### config.mk
export PLATFORM = sky130hd
export DESIGN_NAME = sn76489_sound_generator
export DESIGN_NICKNAME = d
export VERILOG_FILES = /design/src/rtl/sn76489_pkg.sv /design/src/rtl/sn76489_tone_channel.sv /design/src/rtl/sn76489_sound_generator.sv
export SDC_FILE = /design/constraint.sdc
export NUM_CORES = 1
export LEC_CHECK = 0
export CAP_MARGIN = 40
export CORE_MARGIN = 5
export CORE_UTILIZATION = 45
export DETAILED_ROUTE_END_ITERATION = 8
export PLACE_DENSITY = 0.68
export REMOVE_ABC_BUFFERS = 1
export SLEW_MARGIN = 25
export SYNTH_ARGS = -nofsm -noshare
export SYNTH_HDL_FRONTEND = slang
export SYNTH_SLANG_ARGS = --single-unit
### constraint.sdc
create_clock -name clock -period 6.2 [get_ports clock]
set_input_delay 1.86 -clock clock [delete_from_list [all_inputs] [get_ports clock]]
set_output_delay 1.86 -clock clock [all_outputs]
set_load 0.005 [all_outputs]
### src/rtl/sn76489_pkg.sv
// Shared constants for the SN76489 sound generator: attenuation curve,
// noise-rate encodings and LFSR geometry.
package sn76489_pkg;

    localparam int          LFSR_W       = 16;
    localparam logic [15:0] LFSR_TAPS    = 16'h0009;
    localparam logic [15:0] DEFAULT_SEED = 16'h8000;

    typedef enum logic [1:0] {
        RATE_16    = 2'b00,
        RATE_32    = 2'b01,
        RATE_64    = 2'b10,
        RATE_TONE3 = 2'b11
    } noise_rate_t;

    // 2 dB per step; code 15 is silence
    function automatic logic [7:0] att_level(input logic [3:0] att);
        logic [7:0] lvl;
        case (att)
            4'd0:    lvl = 8'd255;
            4'd1:    lvl = 8'd203;
            4'd2:    lvl = 8'd161;
            4'd3:    lvl = 8'd128;
            4'd4:    lvl = 8'd102;
            4'd5:    lvl = 8'd81;
            4'd6:    lvl = 8'd64;
            4'd7:    lvl = 8'd51;
            4'd8:    lvl = 8'd40;
            4'd9:    lvl = 8'd32;
            4'd10:   lvl = 8'd26;
            4'd11:   lvl = 8'd20;
            4'd12:   lvl = 8'd16;
            4'd13:   lvl = 8'd13;
            4'd14:   lvl = 8'd10;
            default: lvl = 8'd0;
        endcase
        return lvl;
    endfunction

    function automatic logic [9:0] noise_period(input noise_rate_t rate);
        logic [9:0] p;
        case (rate)
            RATE_32: p = 10'd32;
            RATE_64: p = 10'd64;
            default: p = 10'd16;
        endcase
        return p;
    endfunction

endpackage

### src/rtl/sn76489_tone_channel.sv
// One square-wave tone generator: reloadable half-period counter and output
// flip-flop, with periods 0/1 pinning the output high.
module sn76489_tone_channel (
    input  logic       clock,
    input  logic       reset,
    input  logic       tick,
    input  logic [9:0] period,
    output logic       out
);

    logic [9:0] count_reg;
    logic       ff_reg;

    always_ff @(posedge clock or posedge reset) begin
        if (reset) begin
            count_reg <= 10'd0;
            ff_reg    <= 1'b0;
        end else if (tick) begin
            if (count_reg <= 10'd1) begin
                count_reg <= period;
                ff_reg    <= ~ff_reg;
            end else begin
                count_reg <= count_reg - 10'd1;
            end
            // PCM mode: the later assignment overrides the toggle above
            if (period <= 10'd1)
                ff_reg <= 1'b1;
        end
    end

    assign out = ff_reg;

endmodule

### src/rtl/sn76489_sound_generator.sv
// SN76489 sound stage: three tone channels, LFSR noise, attenuation and a
// registered four-way mix, all paced by a divide-by-PRESCALE tick.
module sn76489_sound_generator
    import sn76489_pkg::*;
#(
    parameter int          PRESCALE  = 16,
    parameter logic [15:0] LFSR_SEED = DEFAULT_SEED
) (
    input  logic       clock,
    input  logic       reset,
    input  logic [9:0] freq1,
    input  logic [9:0] freq2,
    input  logic [9:0] freq3,
    input  logic [3:0] att1,
    input  logic [3:0] att2,
    input  logic [3:0] att3,
    input  logic [3:0] attNoise,
    input  logic [2:0] noiseControl,
    output logic       tick,
    output logic [7:0] level1,
    output logic [7:0] level2,
    output logic [7:0] level3,
    output logic [7:0] levelNoise,
    output logic [9:0] mix
);

    localparam int            PW      = (PRESCALE > 1) ? $clog2(PRESCALE) : 1;
    localparam logic [PW-1:0] PRE_MAX = PW'(PRESCALE - 1);

    logic [PW-1:0]     pre_reg;
    logic [9:0]        freq_arr [3];
    logic [3:0]        att_arr  [3];
    logic [7:0]        tone_lvl [3];
    logic [2:0]        tone_out;
    logic [9:0]        noise_cnt_reg;
    logic              noise_ff_reg;
    logic              src_prev_reg;
    logic [2:0]        ctrl_reg;
    logic [LFSR_W-1:0] lfsr_reg;
    logic [7:0]        level_reg [4];
    logic [9:0]        mix_reg;
    noise_rate_t       rate;
    logic              shift_src;
    logic              shift_en;
    logic              fb;
    logic [7:0]        noise_lvl;
    logic [9:0]        mix_next;

    always_ff @(posedge clock or posedge reset) begin
        if (reset)
            pre_reg <= '0;
        else if (pre_reg == PRE_MAX)
            pre_reg <= '0;
        else
            pre_reg <= pre_reg + PW'(1);
    end

    assign tick = (pre_reg == PRE_MAX);

    assign freq_arr[0] = freq1;
    assign freq_arr[1] = freq2;
    assign freq_arr[2] = freq3;
    assign att_arr[0]  = att1;
    assign att_arr[1]  = att2;
    assign att_arr[2]  = att3;

    genvar gi;
    generate
        for (gi = 0; gi < 3; gi++) begin : g_tone
            sn76489_tone_channel u_tone (
                .clock  (clock),
                .reset  (reset),
                .tick   (tick),
                .period (freq_arr[gi]),
                .out    (tone_out[gi])
            );
            assign tone_lvl[gi] = tone_out[gi] ? att_level(att_arr[gi]) : 8'd0;
        end
    endgenerate

    assign rate = noise_rate_t'(noiseControl[1:0]);

    // Same reload/toggle rule as the tone channels, with a rate-selected period
    always_ff @(posedge clock or posedge reset) begin
        if (reset) begin
            noise_cnt_reg <= 10'd0;
            noise_ff_reg  <= 1'b0;
        end else if (tick) begin
            if (noise_cnt_reg <= 10'd1) begin
                noise_cnt_reg <= noise_period(rate);
                noise_ff_reg  <= ~noise_ff_reg;
            end else begin
                noise_cnt_reg <= noise_cnt_reg - 10'd1;
            end
        end
    end

    assign shift_src = (rate == RATE_TONE3) ? tone_out[2] : noise_ff_reg;
    assign shift_en  = shift_src & ~src_prev_reg;
    assign fb        = noiseControl[2] ? ^(lfsr_reg & LFSR_TAPS) : lfsr_reg[0];

    // A control write restarts the sequence and wins over a coincident shift
    always_ff @(posedge clock or posedge reset) begin
        if (reset) begin
            src_prev_reg <= 1'b0;
            ctrl_reg     <= 3'd0;
            lfsr_reg     <= LFSR_SEED;
        end else begin
            src_prev_reg <= shift_src;
            ctrl_reg     <= noiseControl;
            if (noiseControl != ctrl_reg)
                lfsr_reg <= LFSR_SEED;
            else if (shift_en)
                lfsr_reg <= {fb, lfsr_reg[LFSR_W-1:1]};
        end
    end

    assign noise_lvl = lfsr_reg[0] ? att_level(attNoise) : 8'd0;
    assign mix_next  = 10'(tone_lvl[0]) + 10'(tone_lvl[1]) + 10'(tone_lvl[2]) + 10'(noise_lvl);

    always_ff @(posedge clock or posedge reset) begin
        if (reset) begin
            level_reg[0] <= 8'd0;
            level_reg[1] <= 8'd0;
            level_reg[2] <= 8'd0;
            level_reg[3] <= 8'd0;
            mix_reg      <= 10'd0;
        end else begin
            level_reg[0] <= tone_lvl[0];
            level_reg[1] <= tone_lvl[1];
            level_reg[2] <= tone_lvl[2];
            level_reg[3] <= noise_lvl;
            mix_reg      <= mix_next;
        end
    end

    assign level1     = level_reg[0];
    assign level2     = level_reg[1];
    assign level3     = level_reg[2];
    assign levelNoise = level_reg[3];
    assign mix        = mix_reg;

endmodule

==> run summary <==
For this design, the slowest cell found on the critical path is clkdlybuf4s50_1. The number of global-route vias before repair came to 5041. The via count normalized by instance count came out at 5.44. The number of setup buffers added after CTS came out at 0.

The ratio of total power to cell area is 223 nW/µm². In the synthesized netlist the async set-or-reset flop fraction comes to 1.00. Clock-pin slew was measured on the worst setup and hold paths at 0.07 ns. The top cell types in the final layout, fill and taps aside, are dfrtp_1 (109), clkdlybuf4s50_1 (93), nor2_1 (65). For flop-to-flop paths, the worst setup slack is 2.80 ns. The mean cell area of the mapped netlist is 9.69 µm². Data arrives at the worst endpoint at 5.92 ns. The top routing layer in use is met5. For this run, the register share of the synthesized area comes to 0.421. In this run the remaining antenna-violating nets after routing total 0.

The summed negative setup slack over all endpoints is 0 ns. The residual DRC count is 0. Data on the critical path is required at its endpoint by 6.44 ns.

The first routing iteration left 241 violations. The flow ran to the end, and the final reports show no timing, DRC or antenna violations. The routed wire length on met2 is 7170 µm. The most used flip-flop cell after synthesis is dfrtp_1. The count of nets after finishing came out at 871.

Buffers inserted during clock tree synthesis total 9. The core region area came out at 14400 µm². The mean routed wirelength per cell came out at 15.5 µm. The clock reaches the later pin of the worst-skew pair after 0.35 ns. The internal portion of total power is 1.32 mW.

The number of instances in the synthesized netlist came out at 676. The number of levels the H-tree was split into came out at 3. Setup repair after global routing left no endpoint under its margin. The synthesized cell area is 6550 µm².

In this design, the stage delay of the slowest critical-path cell is 0.59 ns. The die extent in x came out at 131 µm. The headroom to the max-slew limit is 0.599. The fraction of layout instances using a drive strength above 1 is 0.0589. Summed over all cells, the static leakage comes to 3.44 nW. The placer congestion estimate is 0.855. The critical path goes through clkdlybuf4s50_1 > inv_1 > ha_1 > a211oi_1 > a21oi_1 > nor2b_1 > fa_1 > fa_1 > ha_1 > a21oi_1 > o211ai_1 > or4_1 > o311a_1 > xor2_1. The transition time at the pin with the least slew margin came out at 0.598 ns. The highest clock rate is 176 MHz. The final worst clock skew is 0.00358 ns. The fraction of power spent switching nets came out at 0.255.

The post-cts resize count came out at 0. The combinational fraction of design power is 0.212. The count of buffering cells on the critical path with inverters included came out at 2. The fraction of power consumed by sequential logic is 0.436.

The warning count from the yosys run is 0. The number of pins exceeding their max-slew limit in the final report came to 0. The maximum number of pins on one net before global-route repair came out at 48. The vertical die dimension is 131 µm. Compared with the post-synthesis result, the final layout area differs by 21.7%. The worst setup path is launched from an input port. After synthesis the netlist holds a flip-flop and latch count of 110. The routed length on met3 came out at 720 µm. The tool flagged a number of max-cap violations equal to 0. The number of antenna diodes in the final layout is 0.

The most common cell after layout, fill and taps aside is dfrtp_1. The worst hold path belongs to the class flop to flop. The setup path with the least slack is of type input port to flop. The depth of the worst register-to-register path came out at 11.

The largest fanout on the critical path is 6. The global router's overall resource usage came out at 0.181. The startpoint identified for the worst hold timing path is noise_ff_reg. The number of antenna violations at the first check in global routing came out at 1.

The number of rows in the core area came out at 44. The final total power came out at 1.78 mW. Among cell families on the critical path, the largest total delay comes from adder cells. The overall overflow remaining after global route is 0. The flip-flop count of the largest register after layout came out at 30.

For hold timing, the worst endpoint is noise_ff_reg. The number of distinct library cells after synthesis came out at 66. The power spent charging and discharging nets is 0.453 mW. In the finished design, the share of the clock period the worst path needs comes to 0.916. The clock period minus worst slack came out at 5.68 ns.

Once detailed placement completed, the half-perimeter wirelength came to 11200 µm. TritonCTS built the clock tree. The portion of total power attributed to the clock network is 0.352. The master cell of the clock root buffer is clkbuf_16. The effective utilization at floorplan is 0.454. The routed layout has 5160 vias. The cell count of the worst hold path is 1. The area of the die came out at 17100 µm².

The number of clock sinks came out at 110. The peak ir drop on the vdd network came out at 0.000159 V. Summed over all layers, the routed wires come to 14700 µm. Yosys mapped a number of flops with a built-in enable equal to 0. The number of hold buffers added after CTS came out at 0. The first-pass iteration count of the detailed router came out at 4. The wire length on met1 came out at 6500 µm.

The wire length of the first global-routing pass came out at 24600 µm. The critical path capture point type is a flop. The worst flop-to-flop path endpoint is mix[8]. The number of top-level design ports is 94.

The buffer depth of the longest clock path came out at 2. The total count of hold-check failures in the final report came to 0. The critical register-to-register path startpoint is g_tone[1].u_tone.out. The number of input and output port buffers inserted came out at 93.

The final setup violation count is 0.
[worst max path at each step]
stage,startpoint,endpoint,slack [ns],cells past startpoint
2_1_floorplan,att2[0],mix[8],1.22,14
3_3_place_gp,att3[1],mix[8],0.44,14
3_5_place_dp,att3[1],mix[8],0.15,14
4_1_cts,att3[1],mix[8],0.52,14
5_1_grt,att3[1],mix[7],0.28,16
6_report,att3[1],mix[8],0.52,14
[worst register-to-register path, cell delays in order (launching register included)]
cell      delay [ns]
dfrtp_1         0.50
o211a_1         0.21
fa_1            0.54
inv_1           0.05
fa_1            0.55
inv_1           0.06
ha_1            0.31
a21oi_1         0.23
o211ai_1        0.14
or4_1           0.43
o311a_1         0.14
xor2_1          0.14
[final cells by class]
cell class                 count  area, µm²
fill                        1262       6460
multi-input combinational    478       3430
sequential                   110       2750
timing repair buffer          98        988
clock buffer                  11        243
inverter                      62        235
tap                          184        230
clock inverter                 5       81.3
[power by group through the flow]
stage / logic [mW] / clock network (mW) / registers, mW
2_1_floorplan: 0.190 / 0 / 0.792
3_3_place_gp: 0.363 / 0 / 0.789
3_5_place_dp: 0.378 / 0 / 0.790
4_1_cts: 0.380 / 0.645 / 0.775
5_1_grt: 0.424 / 0.675 / 0.780
6_report: 0.376 / 0.625 / 0.775
[synthesized netlist by cell type (7+ instances only)]
library cell  count  share of area
nor2b_1          17          0.016
xor2_1            7         0.0094
or4_1             7         0.0080
a31oi_1           8         0.0076
nand2_1          45          0.026
a211oi_1         14          0.016
nand3_1          21          0.016
ha_1             45          0.086
o21ai_0          46          0.035
nand2b_1          7         0.0067
nor2_1           65          0.037
mux2i_1          25          0.038
inv_1            61          0.035
clkbuf_1         15         0.0086
o211a_1           8          0.012
a21oi_1          40          0.031
nor3_1           21          0.016
dfrtp_1         109           0.42
xnor2_1           8          0.011
nor4_1            9         0.0086
fa_1             16          0.049
[routing by layer]
metal,vias to the layer above,GRT usage
met1,2487,0.234
met5,-,0
met2,119,0.307
met3,26,0.0313
met4,2,0.0690
li1,2526,-
[through the flow]
step	setup slack, ns	cell area (µm²)	hold WS [ns]	utilization	cells
4_1_cts	0.517	7970	0.471	0.552	948
3_3_place_gp	0.441	7610	0.457	0.528	931
6_report	0.521	7970	0.469	0.552	948
3_5_place_dp	0.154	7640	0.462	0.530	932
5_1_grt	0.279	7970	0.485	0.552	948
2_1_floorplan	1.22	6420	0.438	-	650
[logic make-up (layout without fill, tap and decap cells)]
group           count (synthesis)  count (layout)  synth area share
fa+ha+maj                      61              61             0.135
mux                            31              31            0.0485
simple gates                  218             218             0.173
buf+inv                        88             176            0.0550
flops                         110             110             0.421
compound gates                153             153             0.148
xor+xnor                       15              15            0.0201
Note: power is estimated with default switching activity, not from simulation.
